**config.mk**
```make
export PLATFORM = sky130hd
export DESIGN_NAME = serial_receiver_fifo
export DESIGN_NICKNAME = d
export VERILOG_FILES = /design/src/rtl/serial_receiver_fifo.sv
export SDC_FILE = /design/constraint.sdc
export NUM_CORES = 1
export LEC_CHECK = 0
export ABC_CLOCK_PERIOD_IN_PS = 2300
export CAP_MARGIN = 20
export CORE_MARGIN = 2
export CORE_UTILIZATION = 31
export DETAILED_ROUTE_END_ITERATION = 8
export MAX_ROUTING_LAYER = met4
export PLACE_DENSITY_LB_ADDON = 0.08
export SYNTH_ARGS = -nofsm -noshare
export SYNTH_HDL_FRONTEND = slang
export SYNTH_SLANG_ARGS = --single-unit
```
**constraint.sdc**
```tcl
create_clock -name clk -period 2.3 [get_ports clk]
set_input_delay 0.69 -clock clk [delete_from_list [all_inputs] [get_ports clk]]
set_output_delay 0.69 -clock clk [all_outputs]
set_load 0.02 [all_outputs]
```
**src/rtl/serial_receiver_fifo.sv**
```systemverilog
// Oversampled serial receiver with optional even parity, feeding a show-ahead
// word FIFO with sticky overrun / framing / parity error flags.
module serial_receiver_fifo #(
    parameter int DATA_WIDTH = 8,
    parameter int OVERSAMPLE = 16,
    parameter int PARITY_EN  = 0,
    parameter int FIFO_DEPTH = 4
) (
    input  logic                          clk,
    input  logic                          rst,
    input  logic                          data_in,
    input  logic                          sample_en,
    input  logic                          rd_en,
    input  logic                          clr_err,
    output logic [DATA_WIDTH-1:0]         data_out,
    output logic                          character_received,
    output logic                          empty,
    output logic                          full,
    output logic [$clog2(FIFO_DEPTH):0]   fifo_count,
    output logic                          overrun,
    output logic                          framing_err,
    output logic                          parity_err
);

    localparam int CW = $clog2(OVERSAMPLE);
    localparam int BW = $clog2(DATA_WIDTH);
    localparam int AW = $clog2(FIFO_DEPTH);
    localparam logic [CW-1:0] CTR_HALF = CW'(OVERSAMPLE / 2 - 1);
    localparam logic [CW-1:0] CTR_LAST = CW'(OVERSAMPLE - 1);
    localparam logic [BW-1:0] BIT_LAST = BW'(DATA_WIDTH - 1);
    localparam logic [AW:0]   CNT_FULL = (AW + 1)'(FIFO_DEPTH);

    typedef enum logic [2:0] {IDLE, START, DATA, PARITY, STOP} state_t;

    state_t                state, state_n;
    logic [CW-1:0]         ctr, ctr_n;
    logic [BW-1:0]         bit_cnt;
    logic [DATA_WIDTH-1:0] shreg;
    logic                  sync1, line;
    logic [1:0]            primed;
    logic                  armed;
    logic                  bad;
    logic                  push_pending;
    logic                  start_frame, shift_en, par_fail, frame_fail, push_req;

    logic [DATA_WIDTH-1:0] mem [FIFO_DEPTH];
    logic [AW-1:0]         wr_ptr, rd_ptr;
    logic                  push, pop, drop;

    always_ff @(posedge clk or negedge rst) begin
        if (!rst) begin
            sync1 <= 1'b1;
            line  <= 1'b1;
        end else begin
            sync1 <= data_in;
            line  <= sync1;
        end
    end

    // The synchronizer resets to 1, so the line must be seen high once real
    // samples reach it before a falling edge may start a frame.
    always_ff @(posedge clk or negedge rst) begin
        if (!rst) begin
            primed <= '0;
            armed  <= 1'b0;
        end else begin
            primed <= {primed[0], 1'b1};
            if (primed[1] && line)
                armed <= 1'b1;
        end
    end

    always_ff @(posedge clk or negedge rst) begin
        if (!rst) begin
            state <= IDLE;
            ctr   <= '0;
        end else begin
            state <= state_n;
            ctr   <= ctr_n;
        end
    end

    always_comb begin
        state_n     = state;
        ctr_n       = ctr;
        start_frame = 1'b0;
        shift_en    = 1'b0;
        par_fail    = 1'b0;
        frame_fail  = 1'b0;
        push_req    = 1'b0;
        if (sample_en) begin
            case (state)
                IDLE: begin
                    if (!line && armed) begin
                        state_n     = START;
                        ctr_n       = '0;
                        start_frame = 1'b1;
                    end
                end
                START: begin
                    if (ctr == CTR_HALF) begin
                        ctr_n   = '0;
                        state_n = line ? IDLE : DATA;
                    end else begin
                        ctr_n = ctr + CW'(1);
                    end
                end
                DATA: begin
                    if (ctr == CTR_LAST) begin
                        ctr_n    = '0;
                        shift_en = 1'b1;
                        if (bit_cnt == BIT_LAST)
                            state_n = (PARITY_EN != 0) ? PARITY : STOP;
                    end else begin
                        ctr_n = ctr + CW'(1);
                    end
                end
                PARITY: begin
                    if (ctr == CTR_LAST) begin
                        ctr_n    = '0;
                        state_n  = STOP;
                        par_fail = ^{shreg, line};
                    end else begin
                        ctr_n = ctr + CW'(1);
                    end
                end
                STOP: begin
                    if (ctr == CTR_LAST) begin
                        ctr_n   = '0;
                        state_n = IDLE;
                        if (!line)
                            frame_fail = 1'b1;
                        else if (!bad)
                            push_req = 1'b1;
                    end else begin
                        ctr_n = ctr + CW'(1);
                    end
                end
                default: begin
                    state_n = IDLE;
                    ctr_n   = '0;
                end
            endcase
        end
    end

    always_ff @(posedge clk or negedge rst) begin
        if (!rst) begin
            bit_cnt      <= '0;
            shreg        <= '0;
            bad          <= 1'b0;
            push_pending <= 1'b0;
        end else begin
            push_pending <= push_req;
            if (start_frame) begin
                bit_cnt <= '0;
                bad     <= 1'b0;
            end
            if (shift_en) begin
                shreg   <= {line, shreg[DATA_WIDTH-1:1]};
                bit_cnt <= bit_cnt + BW'(1);
            end
            if (par_fail)
                bad <= 1'b1;
        end
    end

    // A pending word is written one edge after the stop sample; a pop in the
    // same cycle frees a slot, so a full FIFO still accepts it.
    assign pop  = rd_en && !empty;
    assign push = push_pending && (!full || pop);
    assign drop = push_pending && full && !pop;

    always_ff @(posedge clk or negedge rst) begin
        if (!rst) begin
            wr_ptr             <= '0;
            rd_ptr             <= '0;
            fifo_count         <= '0;
            character_received <= 1'b0;
        end else begin
            character_received <= push;
            if (push)
                wr_ptr <= wr_ptr + AW'(1);
            if (pop)
                rd_ptr <= rd_ptr + AW'(1);
            case ({push, pop})
                2'b10:   fifo_count <= fifo_count + (AW + 1)'(1);
                2'b01:   fifo_count <= fifo_count - (AW + 1)'(1);
                default: fifo_count <= fifo_count;
            endcase
        end
    end

    always_ff @(posedge clk) begin
        if (push)
            mem[wr_ptr] <= shreg;
    end

    assign data_out = mem[rd_ptr];
    assign empty    = (fifo_count == '0);
    assign full     = (fifo_count == CNT_FULL);

    always_ff @(posedge clk or negedge rst) begin
        if (!rst) begin
            overrun     <= 1'b0;
            framing_err <= 1'b0;
            parity_err  <= 1'b0;
        end else begin
            overrun     <= drop       || (overrun     && !clr_err);
            framing_err <= frame_fail || (framing_err && !clr_err);
            parity_err  <= par_fail   || (parity_err  && !clr_err);
        end
    end

endmodule

```
-- Word level (Yosys, flattened, before mapping)
Memories as Yosys holds them, arrays and structs flattened.
Index checks and enable logic that the tools add are counted.
Widths: inputs -> output; s select.
- flip-flop bits (word level): 36
- memory bits (writable): 32
- bits of input ports: 6
- output and inout port bits: 17
- logic and storage cells: 104
- memories: 1
- memory list (memory ; depth ; width ; read ports ; clocked after memory_dff ; write ports ; RTL line ; RTL):
    mem ; 4 ; 8 ; 1 ; 0 ; 1 ; 46 ; logic [DATA_WIDTH-1:0] mem [FIFO_DEPTH];
- $add $sub $neg: 6
- equality and inequality tests: 16
- multiplexer cells: 37
- reductions and logical operators: 27
- operators by type and width (kind ; count):
    $mux 3 ; 8
    $mux 1 ; 22
    $pmux 3 s5 ; 1
    $mux 4 ; 3
    $ne 2x2->1 const B ; 6
    $pmux 4 s3 ; 1
    $eq 3x3->1 const B ; 3
    $logic_and 1x1->1 ; 9
    $reduce_xor 9->1 ; 1
    $reduce_and 7->1 ; 1
    $add 3x1->3 const B ; 2
    $eq 3x2->1 const B ; 2
    $logic_not 3->1 ; 2
    $pmux 3 s2 ; 1
    $reduce_bool 2->1 ; 3
    $logic_not 1->1 ; 5
    $add 2x1->2 const B ; 2
    $add 4x1->4 const B ; 1
    $eq 4x3->1 const B ; 1
    $eq 4x4->1 const B ; 1
    $logic_or 1x1->1 ; 4
    $eq 3x1->1 const B ; 1
    $reduce_or 3->1 ; 1
    $sub 3x1->3 const B ; 1
    other kinds (4) ; 4

-- Depth between registers and ports, before layout
Gate-level depths: netlist (run 1).
- depth after elaboration: 7
- mapped depth: 11
- depth with buffers taken out: 10

-- Worst setup path before layout (run 1)
OpenSTA, ideal clock, no wires.
- path kind: register -> register
- start point: register fifo_count[0]
- end point: register fifo_count[2]
- setup time: 0.080 ns
- arrival time: 2.513 ns
- data required time: 2.220 ns
- slack: -0.293 ns
- stages on the path, launching flop included: 12
- path buffers: 1
- clock period less this slack: 2.593 ns
- cell sequence: dfrtp_1 > nor3b_1 > and2b_1 > nor2b_1 > buf_2 > inv_1 > ha_1 > inv_1 > fa_1 > xor2_1 > nor2_1 > xor2_1
- elaborated cells between the ends (all ways): 13
- classes of those cells: add/sub: 2; eq/ne: 3; mux: 1; reduce/logical: 7
- RTL lines (element ; RTL line ; RTL):
    start, declared ; 19 ; output logic [$clog2(FIFO_DEPTH):0] fifo_count,
    start signal, assigned ; 187 ; 2'b10: fifo_count <= fifo_count + (AW + 1)'(1);
    start signal, assigned ; 188 ; 2'b01: fifo_count <= fifo_count - (AW + 1)'(1);
    start signal, assigned ; 189 ; default: fifo_count <= fifo_count;
    $eq 3x3->1 (*) ; 201 ; assign full = (fifo_count == CNT_FULL);
    named net full ; 18 ; output logic full,
    $logic_not 1->1 (*) ; 171 ; assign push = push_pending && (!full || pop);
    $logic_or 1x1->1 (*) ; 171 ;
    $logic_and 1x1->1 (*) ; 171 ;
    named net push ; 48 ; logic push, pop, drop;
    $eq 2x1->1 or $eq 2x2->1 (tied branches) ; 186 ; case ({push, pop})
    $pmux 3 s2 or $reduce_bool 2->1 (tied branches) ; n/a ;
Mark *: on every way through the listed nets, which the timed path passes. The rest lies on a longest branch.
A chain may end at the register's enable or synchronous reset.

-- Final worst setup path (run 1)
- start point: register rd_ptr[0]
- end point: output port data_out[2]
- word-level cells in the longest chain between the ends: 1
- ends and longest elaborated chain (element ; RTL line ; RTL):
    start, declared ; 47 ; logic [AW-1:0] wr_ptr, rd_ptr;
    start signal, assigned ; 185 ; rd_ptr <= rd_ptr + AW'(1);
    $mem_v2 4x8 ; n/a ;
    end, declared ; 15 ; output logic [DATA_WIDTH-1:0] data_out,
No other way between the ends.

==> out/metrics.yaml, run 1 <==
clock_tree:
  cts_hold_buf: 0
  cts_root_buffer: "clkbuf_8"
  cts.sinks: 68
  cts_tree: "yes"
  clk_latency_ns: 0.34
  clk_pin_slew_ns: 0.08
  htreeDepth: 3
  cts_buffers: 9
  cts_buffer_depth: 2
power:
  power.switching_mw: 1.065
  switching_share_pct: 31.22
  clkPwrFrac_pct: 27.9
  leakagePower_nw: 1.533
  pwr-share-comb_pct: 27.2
  p_int_mw: 2.346
  ir_drop_mv: 0.4674
  powerDensity_nw_per_um2: 944.3
  pwr-share-seq_pct: 44.9
yosys:
  async_reset_ff_share_pct: 52.94
  synthMuxAreaShare_pct: 11.07
  yosysWarningCount: 0
  synthCells: 191
  ys_seq_elements: 68
  syn_area_per_cell_um2: 15.56
  synthFlopType: "dfrtp_1"
  syn-cell-area_um2: 2972
  synth_top_area_cell: "edfxtp_1"
  syn_nets: 206
  synth_top_area_share_pct: 32.34
  synth_edf_count: 32
  synth_top_family_by_area: "multiplexers"
  synth.distinct_cells: 48
  synthTopCellsByArea: "edfxtp_1, dfrtp_1, mux4_2"
  synth-xor-area-share_pct: 4.463
  synth_fa_ha_area_share_pct: 4.042
  synth-seq-area-share_pct: 62.74
  synth_compound_area_share_pct: 5.853
  synth_simple_gate_area_share_pct: 8.674
drt:
  viasPerCell: 4.503
  wl_met1_mm: 2.055
  routed_wl_mm: 5.123
  drtAntennaViolNets: 0
  top_layer_used: "met4"
  wire_per_inst_um: 14.15
  wl_met2_mm: 2.828
  wl_met3_um: 188
  vias: 1630
  drt_iter0_markers: 46
  dr.pass1.iters: 4
  drc: 0
floorplan:
  io_pins: 23
  die_x_um: 101.9
  rows: 35
  die_area_um2: 10380
  core_area_um2: 9284
  start_util_pct: 32.01
  die_h_um: 101.9
global_route:
  antenna_found_initial: 0
  grt_pass1_vias: 1695
  grt_pass1_wl_mm: 8.556
  gr-usage-all-layers_pct: 11.53
  grt_overflow_total: 0
  grt_max_degree: 37
layout:
  fin_cells: 362
  diodes: 0
  syn_to_final_growth_pct: 21.56
  fin_area_um2: 3612
  num-nets-final: 243
  drive_gt1_share_pct: 30.04
timing:
  timing.final.crit_period_ns: 2.238
  fmax_ghz: 0.4468
  finalCritPeriodShare_pct: 97.30
  setup_tns_ns: 0
  setup_viol: 0
  rsz0062_at_grt: "yes"
  drv_slew: 0
  setup_ws_ns: 0.06200
  final_hold_viol_count: 0
  finalClockSkew_ns: 0.01093
place:
  dp_hpwl_mm: 3.620
  place.port_buffers: 22
  place_inst: 345
  gp_congestion: 0.7816
  dpl_cell_area_um2: 3448
  place_ws_ns: -0.2182
critical_path:
  regToRegStartpoint: "fifo_count[0]"
  end_kind: "primary output"
  rrSetupSlack_ns: 0.25
  critPathSlowestCell: "mux4_2"
  worstPathCellList: "buf_12, mux4_2, buf_2"
  cp.required_ns: 1.61
  r2r_end: "fifo_count[2]"
  reg2reg_depth: 10
  crit_arrival_ns: 1.55
  cp_max_fo: 9
  worstSetupPathType: "flop to primary output"
  crit_family: "multiplexers"
  critPathBufInv: 2
  cp_num_cells: 3
  cp_slowest_stage_delay_ns: 0.51
  start_kind: "flop"
worst_hold_path:
  hold_path_depth: 0
  worstHoldEndpoint: "primed[1]"
  min-delay-start: "primed[0]"
  min_path_type: "flop to flop"
outcome:
  outcome: "complete, no violations"
run:
  drv_cap: 0
## power by group through the flow
stage | clock network [mW] | registers, mW | logic, mW
2_1_floorplan | 0 | 1.50 | 0.696
3_3_place_gp | 0 | 1.55 | 0.955
3_5_place_dp | 0 | 1.56 | 0.985
4_1_cts | 0.995 | 1.53 | 0.921
5_1_grt | 1.04 | 1.56 | 1.02
6_report | 0.951 | 1.53 | 0.928
## metrics by stage
step	total power, mW	utilization [%]	hold WS [ns]
3_5_place_dp	2.543	37.14	0.3372
2_1_floorplan	2.192	-	0.3312
6_report	3.411	38.91	0.3500
4_1_cts	3.450	38.76	0.3530
3_3_place_gp	2.506	37.14	0.3343
5_1_grt	3.621	38.91	0.3567
## cells in the mapped netlist (3+ instances only)
library cell / n
and2_1: 5
mux2_2: 11
nor3b_1: 3
nor2b_1: 3
o21ai_0: 8
edfxtp_1: 32
nand2_1: 7
xnor2_1: 6
mux4_2: 8
dfrtp_1: 34
nand3_1: 4
ha_1: 8
buf_2: 3
nand4_1: 3
xor2_1: 4
inv_1: 11
nor2_1: 5
## layout by cell type (no fill, tap or decap), drive strengths merged, types with 4 or more instances in the layout
cell	netlist	final
o21ai	9	9
inv	11	11
and2	5	5
ha	8	8
edfxtp	32	32
mux4	8	8
clkinv	0	4
clkbuf	0	10
nor2	5	5
dfrtp	34	34
xor2	4	4
buf	7	20
nor2b	4	4
xnor2	6	6
nand3	4	4
clkdlybuf4s50	0	11
mux2	12	12
nand2	8	8
## cell type report
type | count | area (um2)
timing repair buffer | 33 | 324.1
clock buffer | 10 | 127.6
fill | 874 | 5672
tap | 129 | 161.4
clock inverter | 6 | 65.06
sequential | 68 | 1864
multi-input combinational | 105 | 1028
inverter | 11 | 41.29
## registers in the layout, summed over array words and instances, names as in the netlist
name,count
armed,1
bad,1
bit_cnt,3
character_received,1
ctr,4
fifo_count,3
framing_err,1
line,1
mem,32
overrun,1
parity_err,1
primed,2
push_pending,1
rd_ptr,2
shreg,8
state,3
sync1,1
wr_ptr,2
## worst register-to-register path, stage by stage, from the launching register on
cell and delay [ns]:
dfrtp_1 0.46, nor3b_4 0.24, and2b_1 0.17, nor2b_1 0.06, inv_1 0.06, ha_1 0.16
inv_1 0.05, fa_1 0.37, xor2_1 0.15, nor2_1 0.12, xor2_1 0.15
## kinds of logic after synthesis
| group | count (synthesis) |
|---|---|
| buffers and inverters | 18 |
| muxes | 21 |
| xor gates and xnor gates | 12 |
| adders and majority gates | 9 |
| DFF | 68 |
| other | 1 |
| and+or+nand+nor | 42 |
| AOI/OAI and AO/OA | 20 |
## what timing repair did
| item | in CTS | in global routing |
|---|---|---|
| gates resized for setup | 34 | 2 |
| pin swaps | 0 | 0 |
| endpoints found under the hold margin | 0 | 0 |
| endpoints found under the setup margin | 10 | 5 |
| setup buffers | 0 | 1 |
## worst max-delay path by stage
stage,from,to,slack [ns]
2_1_floorplan,fifo_count[0],fifo_count[2],0.007
3_3_place_gp,rd_en,fifo_count[2],-0.14
3_5_place_dp,rd_en,fifo_count[2],-0.22
4_1_cts,rd_ptr[0],data_out[2],0.01
5_1_grt,rd_ptr[0],data_out[2],-0.02
6_report,rd_ptr[0],data_out[2],0.06
## layer usage
layer	vias to the layer above	global-route usage, %
met5	-	-
li1	766	-
met1	830	12.35
met3	7	4.104
met4	0	4.308
met2	27	19.64
Note: power is estimated with default switching activity, not from simulation.
==> inputs of run 2 (changes only) <==
- SETUP_SLACK_MARGIN: default -> 0.05
==> out/metrics.yaml, run 2 (same netlist as run 1, synthesis figures left out) <==
place:
  dp_hpwl_mm: 3.630
  place.port_buffers: 22
  place_ws_ns: -0.2498
  gp_congestion: 0.8339
critical_path:
  critPathBufInv: 3
  reg2reg_depth: 10
  worstSetupPathType: "flop to primary output"
  regToRegStartpoint: "fifo_count[1]"
  end_kind: "primary output"
  cp.required_ns: 1.61
  start_kind: "flop"
  worstPathCellList: "buf_12, buf_4, mux4_2, buf_6"
  rrSetupSlack_ns: 0.27
  r2r_end: "fifo_count[2]"
  critPathSlowestCell: "mux4_2"
  cp_slowest_stage_delay_ns: 0.50
  cp_max_fo: 8
  crit_family: "multiplexers"
  crit_start: "rd_ptr[0]"
  crit_arrival_ns: 1.61
power:
  ir_drop_mv: 0.3030
  powerDensity_nw_per_um2: 993.1
  clkPwrFrac_pct: 29.3
  pwr-share-comb_pct: 29.1
  pwr-share-seq_pct: 41.6
  leakagePower_nw: 1.593
  power_mw: 3.719
  p_int_mw: 2.585
  power.switching_mw: 1.134
  switching_share_pct: 30.49
drt:
  wl_met3_um: 156
  wl_met2_mm: 2.830
  routed_wl_mm: 5.301
  wl_met1_mm: 2.263
  wire_per_inst_um: 14.40
  drtAntennaViolNets: 0
  dr.pass1.iters: 4
  top_layer_used: "met4"
  vias: 1640
  drt_iter0_markers: 41
  viasPerCell: 4.457
  drc: 0
layout:
  num-nets-final: 249
  top_register: "mem"
  drive_gt1_share_pct: 34.73
  syn_to_final_growth_pct: 26.02
  final_core_util_pct: 40.34
  final_common_cell: "edfxtp_1"
  diodes: 0
  fillers: 884
  final_cell_mix: "edfxtp_1, dfrtp_1, inv_1, mux2_2, clkdlybuf4s50_1"
  reg_top3: "mem: 32 flops, shreg: 8 flops, ctr: 4 flops"
  largest_reg_flops: 32
timing:
  timing.final.crit_period_ns: 2.297
  drv_slew: 0
  setup_viol: 0
  setup_ws_ns: 0.003145
  fmax_ghz: 0.4354
  finalCritPeriodShare_pct: 99.86
  hold_ws_ns: 0.3068
  finalClockSkew_ns: 0.009273
  rsz0062_at_grt: "yes"
  final_hold_viol_count: 0
clock_tree:
  htreeDepth: 3
  cts.sinks: 68
  cts_root_buffer: "clkbuf_8"
  cts_hold_buf: 0
  clk_pin_slew_ns: 0.08
  cts_buffers: 9
  clk_latency_ns: 0.33
  cts_tree: "yes"
  cts_buffer_depth: 2
global_route:
  grt_max_degree: 37
  antenna_found_initial: 0
  grt_pass1_wl_mm: 8.749
  gr-usage-all-layers_pct: 11.68
  grt_pass1_vias: 1743
  grt_overflow_total: 0
outcome:
  outcome: "complete, no violations"
floorplan:
  rows: 35
  die_area_um2: 10380
  io_pins: 23
  core_area_um2: 9284
  die_h_um: 101.9
  start_util_pct: 32.01
  die_x_um: 101.9
worst_hold_path:
  min_path_type: "primary input to async pin"
run:
  drv_cap: 0
run 2: cell types whose count changed in the layout (fill, tap and decap cells not counted), sizes merged:
cell and delta:
inv +2, buf +6, clkdlybuf4s50 -1, clkbuf -1
dlymetal6s2s +1, bufinv +1, clkinv -2
run 2: what timing repair did:
item | 4_1_cts | 5_1_grt
gates resized for setup | 38 | 12
setup buffers | 4 | 3
gates cloned | 0 | 0
pin swaps | 0 | 2
setup endpoints to repair | 10 | 6
run 2: layout make-up:
class | count | area (um2) | area share, %
sequential | 68 | 1869 | 49.92
clock buffer | 9 | 123.9 | 3.308
timing repair buffer | 39 | 416.7 | 11.13
clock inverter | 7 | 98.84 | 2.639
tap | 129 | 161.4 | 4.310
multi-input combinational | 105 | 1033 | 27.60
inverter | 11 | 41.29 | 1.103
run 2: power groups by stage:
stage               Clock, mW  Combinational, mW  Sequential, mW
global placement            0              0.957            1.56
floorplan                   0              0.696            1.50
CTS                      1.12               1.01            1.55
finish                   1.09               1.08            1.55
global route             1.17               1.17            1.57
detailed placement          0              0.995            1.57
run 2: worst max-delay path by stage:
| stage | endpoint | slack, ns | cells past startpoint |
|---|---|---|---|
| after floorplan | fifo_count[2] | 0.06 | 11 |
| after detailed placement | fifo_count[2] | -0.25 | 10 |
| after CTS | data_out[6] | -0.05 | 4 |
| final | data_out[6] | 0.003 | 4 |
| after global routing | data_out[2] | -0.06 | 4 |
| after global placement | fifo_count[2] | -0.15 | 10 |
run 2: stage by stage:
stage	std cells	setup TNS, ns	instance area, um2
6_report	368	0	3745
5_1_grt	368	-0.2840	3745
4_1_cts	365	-0.1331	3686
3_5_place_dp	345	-1.074	3465
3_3_place_gp	345	-0.2439	3465
2_1_floorplan	191	0	2987
run 2: layer usage:
| metal | vias to the layer above | global-route usage (%) |
|---|---|---|
| li1 | 781 | - |
| met5 | - | - |
| met2 | 21 | 19.59 |
| met3 | 6 | 2.736 |
| met1 | 832 | 13.06 |
| met4 | 0 | 5.846 |
run 2: worst reg2reg max path: cells and delay by family, from the launching register on:
| kind | cells | cell delay (ns) |
|---|---|---|
| flip-flops | 1 | 0.45 |
| buffers and inverters | 2 | 0.11 |
| XOR/XNOR | 2 | 0.30 |
| AND/OR/NAND/NOR | 4 | 0.58 |
| adder cells (fa/ha/maj) | 2 | 0.50 |
==> inputs of run 3 (changes only) <==
- CORE_MARGIN: 2 -> 3
==> out/metrics.yaml, run 3 (same netlist as run 1, synthesis figures left out) <==
outcome:
  outcome: "complete, but fails checks"
  violations: "setup timing"
timing:
  fmax_ghz: 0.4317
  timing.final.crit_period_ns: 2.316
  final_hold_viol_count: 0
  setup_ws_ns: -0.01619
  finalClockSkew_ns: 0.007749
  setup_tns_ns: -0.03818
  setup_viol: 3
  rsz0062_at_grt: "yes"
  finalCritPeriodShare_pct: 100.7
  drv_slew: 0
layout:
  top_register: "mem"
  final_cell_mix: "edfxtp_1, dfrtp_1, inv_1, mux2_2, clkdlybuf4s50_1"
  syn_to_final_growth_pct: 26.99
  final_common_cell: "edfxtp_1"
  reg_top3: "mem: 32 flops, shreg: 8 flops, ctr: 4 flops"
  largest_reg_flops: 32
  diodes: 0
  num-nets-final: 250
  fillers: 872
  drive_gt1_share_pct: 36.25
power:
  power_mw: 3.749
  leakagePower_nw: 1.591
  pwr-share-seq_pct: 41.7
  switching_share_pct: 30.24
  powerDensity_nw_per_um2: 993.4
  p_int_mw: 2.615
  pwr-share-comb_pct: 29.4
  ir_drop_mv: 0.3216
  power.switching_mw: 1.134
  clkPwrFrac_pct: 28.9
worst_hold_path:
  min_path_type: "primary input to async pin"
clock_tree:
  cts_root_buffer: "clkbuf_8"
  clk_pin_slew_ns: 0.08
  cts_buffers: 9
  htreeDepth: 3
  cts_buffer_depth: 2
  cts_hold_buf: 0
  cts_tree: "yes"
  clk_latency_ns: 0.34
  cts.sinks: 68
drt:
  dr.pass1.iters: 4
  routed_wl_mm: 5.433
  vias: 1659
  viasPerCell: 4.496
  drc: 0
  wire_per_inst_um: 14.72
  drt_iter0_markers: 40
  drtAntennaViolNets: 0
critical_path:
  cp.required_ns: 1.61
  end_kind: "primary output"
  start_kind: "flop"
  cp_max_fo: 5
  regToRegStartpoint: "fifo_count[1]"
  rrSetupSlack_ns: 0.31
  worstSetupPathType: "flop to primary output"
  reg2reg_depth: 10
  crit_arrival_ns: 1.63
  r2r_end: "fifo_count[2]"
floorplan:
  io_pins: 23
  die_x_um: 103.9
  start_util_pct: 32.01
  rows: 35
  die_h_um: 103.9
  die_area_um2: 10800
  core_area_um2: 9284
global_route:
  grt_pass1_vias: 1705
  grt_overflow_total: 0
  antenna_found_initial: 0
  grt_max_degree: 18
  grt_pass1_wl_mm: 8.763
  gr-usage-all-layers_pct: 10.82
place:
  gp_congestion: 0.8587
  place.port_buffers: 22
  dp_hpwl_mm: 3.736
run:
  drv_cap: 0
==> run 3: changes by cell type in the layout (fill, tap and decap cells not counted), sizes merged <==
cell and change:
clkbuf +1, clkdlybuf4s50 +1, dlymetal6s2s -1
==> run 3: metal layers <==
layer	vias up	GRT usage, %	wire (um)
met3	4	3.476	181
met2	29	18.62	2966
met5	-	-	0
li1	783	-	-
met1	843	11.96	2247
met4	0	3.419	38
==> run 3: critical path, cell delays in order (launching register included) <==
cell     delay [ns]
dfrtp_2        0.42
buf_12         0.13
buf_6          0.09
mux4_2         0.50
buf_6          0.15
==> run 3: how the worst max path moves through the flow <==
stage	from	endpoint	slack, ns
2_1_floorplan	fifo_count[1]	fifo_count[2]	0.06
3_3_place_gp	rd_en	fifo_count[2]	-0.15
3_5_place_dp	rd_en	fifo_count[2]	-0.23
4_1_cts	rd_ptr[0]	data_out[7]	-0.05
5_1_grt	rd_ptr[0]	data_out[1]	-0.07
6_report	rd_ptr[0]	data_out[7]	-0.02
==> run 3: power by group through the flow <==
| stage | combinational [mW] | clock [mW] | sequential, mW |
|---|---|---|---|
| after detailed placement | 0.978 | 0 | 1.57 |
| after CTS | 0.959 | 1.13 | 1.55 |
| after global routing | 1.20 | 1.18 | 1.58 |
| after global placement | 0.956 | 0 | 1.56 |
| after floorplan | 0.696 | 0 | 1.50 |
| final | 1.10 | 1.08 | 1.56 |
==> run 3: stage by stage <==
step	hold slack [ns]	cells	worst slack (ns)	utilization [%]	instance area, um2
after floorplan	0.3312	191	0.05891	-	2987
after global placement	0.3382	346	-0.1470	37.26	3460
after CTS	0.2718	365	-0.05305	39.46	3664
after detailed placement	0.3378	346	-0.2314	37.26	3460
after global routing	0.2849	369	-0.07276	40.65	3774
final	0.2785	369	-0.01619	40.65	3774
==> run 3: what timing repair did <==
action | CTS | global route
pin swaps | 0 | 1
setup buffers | 3 | 3
hold endpoints to repair | 0 | 0
setup endpoints to repair | 10 | 10
gates resized for setup | 35 | 20
gates cloned | 0 | 1
==> run 3: area by class of cell <==
type,instances,area [um2],share of cell area (%)
clock buffer,9,123.9,3.282
tap,129,161.4,4.277
sequential,68,1871,49.57
multi-input combinational,105,1041,27.59
clock inverter,7,98.84,2.619
inverter,11,41.29,1.094
timing repair buffer,40,436.7,11.57
